$ cat config.mk
export PLATFORM = sky130hd
export DESIGN_NAME = chip8_scanout
export DESIGN_NICKNAME = d
export VERILOG_FILES = /design/src/rtl/chip8_pkg.sv /design/src/rtl/chip8_delay.sv /design/src/rtl/chip8_scanout.sv
export SDC_FILE = /design/constraint.sdc
export NUM_CORES = 1
export LEC_CHECK = 0
export ABC_CLOCK_PERIOD_IN_PS = 1250
export CORE_MARGIN = 4
export CORE_UTILIZATION = 31
export DETAILED_ROUTE_END_ITERATION = 10
export GPL_TIMING_DRIVEN = 0
export PLACE_DENSITY = 0.76
export RECOVER_POWER = 100
export SLEW_MARGIN = 10
export SYNTH_ARGS = -nofsm -noshare
export SYNTH_HDL_FRONTEND = slang
export SYNTH_SLANG_ARGS = --single-unit
$ cat constraint.sdc
create_clock -name clk_in -period 1.25 [get_ports clk_in]
set_clock_uncertainty 0.05 [all_clocks]
set_input_delay 0.3125 -clock clk_in [delete_from_list [all_inputs] [get_ports clk_in]]
set_output_delay 0.3125 -clock clk_in [all_outputs]
set_load 0.02 [all_outputs]
$ cat src/rtl/chip8_pkg.sv
// -----------------------------------------------------------------------------
// chip8_pkg
// Shared definitions for the chip-8 display path.
//   CHIP8_W / CHIP8_H   : native chip-8 framebuffer size in pixels
//   H_ACTIVE            : visible raster width of the 1280x720 timing stream
//   V_ACTIVE_DEFAULT    : visible raster height (first blanking row)
//   rgb_t               : 24-bit colour, 8 bits per channel
//   rgb_dim()           : halves every channel of a colour (scanline shading)
// No ports (package).
// -----------------------------------------------------------------------------
package chip8_pkg;

    localparam int CHIP8_W          = 64;
    localparam int CHIP8_H          = 32;
    localparam int H_ACTIVE         = 1280;
    localparam int V_ACTIVE_DEFAULT = 720;

    typedef struct packed {
        logic [7:0] r;
        logic [7:0] g;
        logic [7:0] b;
    } rgb_t;

    // Halve each channel independently so no bit leaks between channels.
    function automatic rgb_t rgb_dim(input rgb_t c);
        rgb_t d;
        d.r = {1'b0, c.r[7:1]};
        d.g = {1'b0, c.g[7:1]};
        d.b = {1'b0, c.b[7:1]};
        return d;
    endfunction

endpackage

$ cat src/rtl/chip8_delay.sv
// -----------------------------------------------------------------------------
// chip8_delay
// WIDTH-bit wide, DEPTH-stage register shift line with synchronous reset.
// data_out is data_in delayed by exactly DEPTH clock cycles (DEPTH >= 1).
// Ports:
//   clk_in   : clock
//   rst_in   : synchronous active-high reset, clears every stage
//   data_in  : word entering the line
//   data_out : word leaving the last stage
// -----------------------------------------------------------------------------
module chip8_delay #(
    parameter int WIDTH = 1,
    parameter int DEPTH = 1
) (
    input  logic             clk_in,
    input  logic             rst_in,
    input  logic [WIDTH-1:0] data_in,
    output logic [WIDTH-1:0] data_out
);

    logic [WIDTH-1:0] stage_r [DEPTH];

    // Shift the line by one stage each cycle; reset flushes every stage.
    always_ff @(posedge clk_in) begin
        if (rst_in) begin
            for (int i = 0; i < DEPTH; i++) begin
                stage_r[i] <= '0;
            end
        end else begin
            stage_r[0] <= data_in;
            for (int i = 1; i < DEPTH; i++) begin
                stage_r[i] <= stage_r[i-1];
            end
        end
    end

    assign data_out = stage_r[DEPTH-1];

endmodule

$ cat src/rtl/chip8_scanout.sv
// -----------------------------------------------------------------------------
// chip8_scanout
// Display-side consumer of the chip-8 video core pixel request interface.
// Walks the 1280x720 raster, requests the 64x32 chip-8 pixel that covers the
// current raster position (image scaled by 2^SCALE_LOG2 and placed at
// H_OFFSET/V_OFFSET), turns the returned bit into RGB, and re-aligns the
// sync/active strobes with the colour. Also generates the once-per-frame
// buffer-swap pulse for the video core.
//
// Optional build macro: CHIP8_SCANLINE_EN
//   When defined, the last sub-row of every scaled chip-8 row is drawn at half
//   brightness (each channel shifted right by one). Border/blanking unchanged.
//
// Ports:
//   clk_in, rst_in       : clock, synchronous active-high reset
//   hcount_in/vcount_in  : raster column / row
//   active_in, hsync_in, vsync_in : raster strobes
//   light/dark/border_color_in    : palette, sampled live at the colour stage
//   pixel_in             : pixel bit returned READ_LATENCY cycles after request
//   pixel_x_out/pixel_y_out       : chip-8 pixel request (0 outside the window)
//   rgb_out, active_out, hsync_out, vsync_out : aligned video out
//                          (READ_LATENCY+2 cycles after the raster input)
//   frame_swap_out       : one-cycle pulse after (hcount 0, vcount V_ACTIVE)
// -----------------------------------------------------------------------------
module chip8_scanout
    import chip8_pkg::*;
#(
    parameter int SCALE_LOG2   = 4,
    parameter int H_OFFSET     = 128,
    parameter int V_OFFSET     = 104,
    parameter int V_ACTIVE     = V_ACTIVE_DEFAULT,
    parameter int READ_LATENCY = 1
) (
    input  logic        clk_in,
    input  logic        rst_in,
    input  logic [10:0] hcount_in,
    input  logic [9:0]  vcount_in,
    input  logic        active_in,
    input  logic        hsync_in,
    input  logic        vsync_in,
    input  logic [23:0] light_color_in,
    input  logic [23:0] dark_color_in,
    input  logic [23:0] border_color_in,
    input  logic        pixel_in,
    output logic [5:0]  pixel_x_out,
    output logic [4:0]  pixel_y_out,
    output logic [23:0] rgb_out,
    output logic        active_out,
    output logic        hsync_out,
    output logic        vsync_out,
    output logic        frame_swap_out
);

    // Window bounds, one bit wider than the counters so the end column/row
    // cannot wrap.
    localparam logic [11:0] H_START_C = 12'(H_OFFSET);
    localparam logic [11:0] H_END_C   = 12'(H_OFFSET + (CHIP8_W << SCALE_LOG2));
    localparam logic [10:0] V_START_C = 11'(V_OFFSET);
    localparam logic [10:0] V_END_C   = 11'(V_OFFSET + (CHIP8_H << SCALE_LOG2));
    localparam logic [10:0] H_OFF_C   = 11'(H_OFFSET);
    localparam logic [9:0]  V_OFF_C   = 10'(V_OFFSET);
    localparam logic [9:0]  V_SWAP_C  = 10'(V_ACTIVE);

    // ---------------- stage 1: window test and pixel request ----------------
    logic [10:0] x_rel_s;
    logic [9:0]  y_rel_s;
    logic [10:0] x_shift_s;
    logic [9:0]  y_shift_s;
    logic        in_window_s;
    logic        swap_s;
    logic [5:0]  px_next_s;
    logic [4:0]  py_next_s;

    logic        in_window_r;
    logic        active_r;
    logic        hsync_r;
    logic        vsync_r;

    assign x_rel_s   = hcount_in - H_OFF_C;
    assign y_rel_s   = vcount_in - V_OFF_C;
    assign x_shift_s = x_rel_s >> SCALE_LOG2;
    assign y_shift_s = y_rel_s >> SCALE_LOG2;

    assign in_window_s = ({1'b0, hcount_in} >= H_START_C) &&
                         ({1'b0, hcount_in} <  H_END_C)   &&
                         ({1'b0, vcount_in} >= V_START_C) &&
                         ({1'b0, vcount_in} <  V_END_C);

    assign swap_s = (hcount_in == 11'd0) && (vcount_in == V_SWAP_C);

    // Upper quotient bits are always zero inside the window; they are dropped.
    logic unused_quot_s;
    assign unused_quot_s = ^{x_shift_s[10:6], y_shift_s[9:5]};

    // Request coordinates; anything outside the window asks for pixel (0,0).
    always_comb begin
        px_next_s = 6'd0;
        py_next_s = 5'd0;
        if (in_window_s) begin
            px_next_s = x_shift_s[5:0];
            py_next_s = y_shift_s[4:0];
        end else begin
            px_next_s = 6'd0;
            py_next_s = 5'd0;
        end
    end

`ifdef CHIP8_SCANLINE_EN
    logic subrow_s;
    logic subrow_r;
    assign subrow_s = &y_rel_s[SCALE_LOG2-1:0];

    // Sub-row flag register, aligned with the stage-1 request.
    always_ff @(posedge clk_in) begin
        if (rst_in) begin
            subrow_r <= 1'b0;
        end else begin
            subrow_r <= subrow_s;
        end
    end
`endif

    // Stage-1 register: request outputs, swap pulse and strobes for the line.
    always_ff @(posedge clk_in) begin
        if (rst_in) begin
            pixel_x_out    <= 6'd0;
            pixel_y_out    <= 5'd0;
            frame_swap_out <= 1'b0;
            in_window_r    <= 1'b0;
            active_r       <= 1'b0;
            hsync_r        <= 1'b0;
            vsync_r        <= 1'b0;
        end else begin
            pixel_x_out    <= px_next_s;
            pixel_y_out    <= py_next_s;
            frame_swap_out <= swap_s;
            in_window_r    <= in_window_s;
            active_r       <= active_in;
            hsync_r        <= hsync_in;
            vsync_r        <= vsync_in;
        end
    end

    // ---------------- delay line: wait for the pixel read ----------------
`ifdef CHIP8_SCANLINE_EN
    localparam int DLY_W = 5;
`else
    localparam int DLY_W = 4;
`endif

    logic [DLY_W-1:0] dly_in_s;
    logic [DLY_W-1:0] dly_out_s;
    logic             dly_in_window_s;
    logic             dly_active_s;
    logic             dly_hsync_s;
    logic             dly_vsync_s;

`ifdef CHIP8_SCANLINE_EN
    logic dly_subrow_s;
    assign dly_in_s     = {subrow_r, in_window_r, active_r, hsync_r, vsync_r};
    assign dly_subrow_s = dly_out_s[4];
`else
    assign dly_in_s     = {in_window_r, active_r, hsync_r, vsync_r};
`endif

    assign dly_in_window_s = dly_out_s[3];
    assign dly_active_s    = dly_out_s[2];
    assign dly_hsync_s     = dly_out_s[1];
    assign dly_vsync_s     = dly_out_s[0];

    chip8_delay #(
        .WIDTH (DLY_W),
        .DEPTH (READ_LATENCY)
    ) u_delay (
        .clk_in   (clk_in),
        .rst_in   (rst_in),
        .data_in  (dly_in_s),
        .data_out (dly_out_s)
    );

    // ---------------- colour stage ----------------
    rgb_t pick_s;
    rgb_t rgb_next_s;

    // Palette lookup: blanking is black, off-window is border, else lit/dark.
    always_comb begin
        pick_s = 24'h000000;
        if (!dly_active_s) begin
            pick_s = 24'h000000;
        end else if (!dly_in_window_s) begin
            pick_s = border_color_in;
        end else if (pixel_in) begin
            pick_s = light_color_in;
        end else begin
            pick_s = dark_color_in;
        end
    end

    // Optional scanline shading, only on lit/dark pixels inside the window.
    always_comb begin
        rgb_next_s = pick_s;
`ifdef CHIP8_SCANLINE_EN
        if (dly_active_s && dly_in_window_s && dly_subrow_s) begin
            rgb_next_s = rgb_dim(pick_s);
        end else begin
            rgb_next_s = pick_s;
        end
`endif
    end

    // Output register: colour and the strobes that belong to it.
    always_ff @(posedge clk_in) begin
        if (rst_in) begin
            rgb_out    <= 24'h000000;
            active_out <= 1'b0;
            hsync_out  <= 1'b0;
            vsync_out  <= 1'b0;
        end else begin
            rgb_out    <= rgb_next_s;
            active_out <= dly_active_s;
            hsync_out  <= dly_hsync_s;
            vsync_out  <= dly_vsync_s;
        end
    end

endmodule

Word level (Yosys, flattened, before mapping)
Memories as Yosys holds them, arrays and structs flattened.
Index checks and enable logic that the tools add are counted.
Cells by class
  $add $sub $neg: 2
  order comparisons: 4
  equality and inequality tests: 1
  multiplexer cells: 7
  bitwise logic cells: 2
  reduce and logical (&&, ||, !) cells: 8
Operator list (number)
  2-to-1 mux 24 bit: 2
  >= comparator 11 x 8 -> 1 bit (second input constant): 1
  zero test 11 bit: 1
  less-than comparator 11 bit (second input constant): 1
  equality test 10 bit (second input constant): 1
  >= comparator 10 x 7 -> 1 bit (second input constant): 1
  less-than comparator 10 bit (second input constant): 1
  subtractor 10 x 8 -> 10 bit (second input constant): 1
  subtractor 9 x 7 -> 9 bit (second input constant): 1
  logical AND 1 bit: 4
  2-to-1 mux 1 bit: 4
  2-to-1 mux 4 bit: 1
  OR reduction 2 bit: 2
  OR reduction 4 bit: 1
  inverter 1 bit: 2
Word-level totals
  register bits: 43
  bits in writable memories: 4
  input bits: 99
  logic and storage cells: 36
  memories: 1
Memory list
  u_delay.stage_r: depth 1, bits a word 4, read ports 1, clocked after Yosys merged registers in 0, wr ports 1, line chip8_delay.sv:21  | logic [WIDTH-1:0] stage_r [DEPTH];

Longest topological paths before layout
Gate-level depths: netlist (run 1).
  depth after elaboration: 6
  depth in mapped cells: 7
  mapped depth without buffers: 6

Modules after synthesis
Synthesis (run 1) repeated with hierarchy kept, for this count alone.
Unflattened totals
  cells, all modules: 185
  area, all modules: 1936.9 µm²
Modules (own cells, without submodules)
  chip8_scanout: instances 1, cells an instance 177, area each 1831.8 µm², sequential area each 860.8 µm²
  chip8_delay: instances 1, cells an instance 8, area each 105.1 µm², sequential area each 80.1 µm²

Worst setup path before layout (run 1)
Ideal clock, no wire load.
  path type: input to register
  from: input port hcount_in[7]
  to: register pixel_x_out[5]
  setup time: 0.116 ns
  arrival: 1.154 ns
  required time: 1.084 ns
  path slack: -0.070 ns
  stages on the path: 7
  path through: inv_1 -> ha_1 -> nand2b_1 -> xnor2_1 -> a2bb2oi_2 -> buf_6 -> nor3_2
On the way
  longest elaborated chain between the ends: 6
Ends and longest elaborated chain
  from (decl): line chip8_scanout.sv:36  | input logic [10:0] hcount_in,
  >= comparator 11 x 8 -> 1 bit / less-than comparator 11 bit (equally long branches): line chip8_scanout.sv:84, chip8_scanout.sv:85
  logical AND 1 bit: line chip8_scanout.sv:84  | assign in_window_s = ({1'b0, hcount_in} >= H_START_C) &&
  logical AND 1 bit: line chip8_scanout.sv:85  | ({1'b0, hcount_in} < H_END_C) &&
  logical AND 1 bit: line chip8_scanout.sv:86  | ({1'b0, vcount_in} >= V_START_C) &&
  inverter 1 bit (no line)
  OR reduction 2 bit (no line)
  to (signal assigned): line chip8_scanout.sv:134  | pixel_x_out <= px_next_s;
  to (decl): line chip8_scanout.sv:45  | output logic [5:0] pixel_x_out,
Several ways; a longest one is shown, not always the timed one.
A chain may end at the register's enable or synchronous reset.

Worst setup path in the final report (run 1)
  from: input port vcount_in[5]
  to: register frame_swap_out
On the way
  longest elaborated chain between the ends: 2
Ends and longest elaborated chain
  from (decl): line chip8_scanout.sv:37  | input logic [9:0] vcount_in,
  equality test 10 bit: line chip8_scanout.sv:89  | assign swap_s = (hcount_in == 11'd0) && (vcount_in == V_SWAP_C);
  logical AND 1 bit: line chip8_scanout.sv:89
  to (signal assigned): line chip8_scanout.sv:136  | frame_swap_out <= swap_s;
  to (decl): line chip8_scanout.sv:51  | output logic frame_swap_out
Every way passes these cells.

==> results of run 1 <==
-- cells in the mapped netlist --
cell type | count | area share (%)
o21ai_0 | 1 | 0.26
clkbuf_1 | 8 | 1.5
nand2_1 | 2 | 0.39
ha_1 | 2 | 1.3
nand2b_1 | 2 | 0.65
buf_1 | 1 | 0.19
a2bb2oi_2 | 1 | 0.77
xor2_2 | 1 | 0.84
nor3b_1 | 2 | 0.77
xor2_1 | 3 | 1.4
nor3b_2 | 1 | 0.65
nor2b_1 | 9 | 2.9
nor4_1 | 2 | 0.65
o211a_1 | 1 | 0.52
a211oi_1 | 24 | 9.3
buf_2 | 1 | 0.26
and4_1 | 1 | 0.45
nor3_4 | 1 | 0.84
buf_6 | 2 | 1.2
mux2i_1 | 24 | 12
nor4_2 | 1 | 0.65
nor2_1 | 29 | 5.6
xnor2_1 | 2 | 0.90
nor3_2 | 8 | 4.1
and4b_1 | 1 | 0.52
o21a_1 | 1 | 0.39
dfxtp_1 | 47 | 49
or4_1 | 1 | 0.39
inv_1 | 5 | 0.97
buf_4 | 2 | 0.77
-- timing repair --
| action | CTS | global route |
|---|---|---|
| resized for setup | 191 | 44 |
| setup endpoints to repair | 73 | 48 |
| buffers inserted | 2 | 1 |
| cloned | 2 | 0 |
| hold buffers | 0 | 0 |
| pin swaps | 15 | 9 |
-- metrics by stage --
| step | worst slack (ns) | area, µm² |
|---|---|---|
| CTS | 0.0000699 | 3580 |
| global route | -0.0566 | 3400 |
| detailed placement | -0.770 | 3420 |
| global placement | -0.753 | 3420 |
| floorplan | -0.0385 | 1970 |
| finish | -0.0155 | 3400 |
-- sequential cells by signal, indices dropped and copies added (netlist names) --
signal           count
frame_swap_out       1
vsync_out            1
in_window_r          1
active_out           1
pixel_y_out          5
pixel_x_out          6
vsync_r              1
hsync_out            1
active_r             1
rgb_out             24
hsync_r              1
u_delay.stage_r      4
-- worst paths after layout --
| kind | cells past startpoint | from | endpoint |
|---|---|---|---|
| setup / recovery | 4 | vcount_in[5] | frame_swap_out |
| hold / removal | 2 | hcount_in[7] | pixel_x_out[3] |
| setup reg to reg | 3 | u_delay.stage_r[0][3] | rgb_out[16] |
| hold reg to reg | 1 | u_delay.stage_r[0][1] | hsync_out |
-- worst max-delay path: cells and delay by family --
family | cells | cell delay (ns)
buf+inv | 1 | 0.13
simple gates | 3 | 1.01
-- layout make-up --
type                            count  area [µm²]
Fill cell                         579        2590
Sequential cell                    47         941
Buffer                             13        82.6
Tap cell                           75        93.8
Timing Repair Buffer              141        1190
Inverter                            5        28.8
Multi-Input combinational cell    120         981
Clock inverter                      1        5.00
Clock buffer                        7        76.3
-- power groups by stage --
| stage | logic, W | clock network (W) | registers (W) |
|---|---|---|---|
| final | 0.000702 | 0.000875 | 0.00155 |
| after global routing | 0.000758 | 0.000973 | 0.00156 |
| after CTS | 0.000718 | 0.000921 | 0.00155 |
| after detailed placement | 0.000709 | 0 | 0.00159 |
| after global placement | 0.000702 | 0 | 0.00158 |
| after floorplan | 0.000235 | 0 | 0.00163 |
-- metal layers --
metal  vias up  wire length [µm]  track usage [%]
met1       875              2240             17.2
met4         0                46             3.35
met5         -                 0                0
met3         5               724             5.30
met2        97              3290             31.3
li1        939                 -                -
-- cell families after synthesis --
family	share of synthesized area [%]
mux	12.4
simple gates	18.6
compound gates	11.2
flops	48.5
buf+inv	4.90
xor+xnor	3.10
fa+ha+maj	1.29
==> flow_summary.yaml, run 1 <==
critical_path:
  critPathKind: "primary input to flop"
  max_stage_delay_ns: 0.53
  worstPathCellList: "buf_2 > or4_4 > nor4_4 > and4_1"
  startpoint_type: "primary input"
  r2r_setup_slack_ns: 0.07
  crit_path_end_kind: "flop"
  cp_slowest_cell: "or4_4"
  crit_arrival_ns: 1.45
  required_ns: 1.44
  crit_path_max_fanout: 5
job:
  cap_violations: 0
cts:
  clkTransAtPathRegs_ns: 0.09
  cts_sinks: 47
  cts_buffer_depth: 2
  h-tree-depth: 2
  clock-root-buffer: "clkbuf_8"
  clkLatencyLatePin_ns: 0.29
  cts_tree: "done"
  numCtsBuffers: 5
timing:
  fin_hold_ws_ns: 0.157
  fmax_mhz: 790
  finalSetupViolations: 1
  tns_ns: -0.0155
  period_needed_ns: 1.27
  setup_ws_ns: -0.0155
  slew_violations: 0
  finalCritPeriodShare_pct: 101
  grt_setup_unrepaired: "true"
  tightest_slew_ns: 0.299
  final_hold_viol_count: 0
  max_slew_margin_pct: 80.1
synth:
  synth_warnings: 0
  syn_area_mm2: 0.00194
  syn_nets: 287
  postSynthAreaPerCell_um2: 10.4
  yosysSeqAreaShare_pct: 48.5
  synthDistinctLibCells: 30
  netlist_instances: 186
  synth_seq_cells: 47
power_and_ir_drop:
  peakVddDrop_mv: 0.451
  p_leak_nw: 1.49
  power_frac_comb_pct: 22.5
  p_clk_share_pct: 28.0
  power_per_cell_area_mw_per_mm2: 919
  swShare_pct: 24.9
  seq_power_share_pct: 49.6
  cell_internal_pwr_w: 0.00235
  power_switching_w: 0.000780
  totalPowerFinal_w: 0.00313
route:
  drt-initial-drc-count: 26
  ant_nets: 0
  wl_per_cell_um: 15.4
  first_pass_iters: 4
  drc_errors: 0
  viasPerCell: 4.68
  totalWireLength_mm: 6.30
  vias: 1916
layout:
  antenna_cells: 0
  nets: 434
  utilization_pct: 56.8
  final_cell_mix: "78 x clkdlybuf4s50_1, 47 x clkbuf_2, 47 x dfxtp_1"
  area_growth_pct: 75.5
  drive_gt1_share_pct: 29.3
  fin_cells: 409
  mostFrequentLayoutCell: "clkdlybuf4s50_1"
grt:
  grt_overflow: 0
  grt_pass1_wl_mm: 9.55
  antenna_found_initial: 0
  grt_usage_pct: 16.3
  grt_pass1_vias: 1936
  grt_max_degree: 14
floorplanning:
  start_util_pct: 32.4
  fp.dieH_um: 87.1
  die_w_um: 87.1
  design.core.area_mm2: 0.00599
  dieArea_mm2: 0.00759
  rows: 28
  ioPinCount: 138
hold_path:
  min_path_type: "primary input to flop"
placed_design:
  place.gp.congestion: 0.734
  dp.cells: 397
  portBuffers: 136
  dp_hpwl_mm: 4.90
run_status:
  violations: "negative setup slack"
  status: "finished with violations"
No activity file was read; power rests on OpenSTA's default activity.
==> run 2, diff against run 1 <==
--- a/config.mk
+++ b/config.mk
@@ -5,7 +5,6 @@
 export SDC_FILE = /design/constraint.sdc
 export NUM_CORES = 1
 export LEC_CHECK = 0
-export ABC_CLOCK_PERIOD_IN_PS = 1250
 export CORE_MARGIN = 4
 export CORE_UTILIZATION = 31
 export DETAILED_ROUTE_END_ITERATION = 10
==> results of run 2 <==
Same layout as run 1: the final DEF is identical, and so are final timing and power.
==> run 3, diff against run 2 <==
--- a/config.mk
+++ b/config.mk
@@ -7,6 +7,7 @@
 export LEC_CHECK = 0
 export CORE_MARGIN = 4
 export CORE_UTILIZATION = 31
+export CTS_CLUSTER_SIZE = 40
 export DETAILED_ROUTE_END_ITERATION = 10
 export GPL_TIMING_DRIVEN = 0
 export PLACE_DENSITY = 0.76
==> results of run 3 <==
Same layout as run 1: the final DEF is identical, and so are final timing and power.
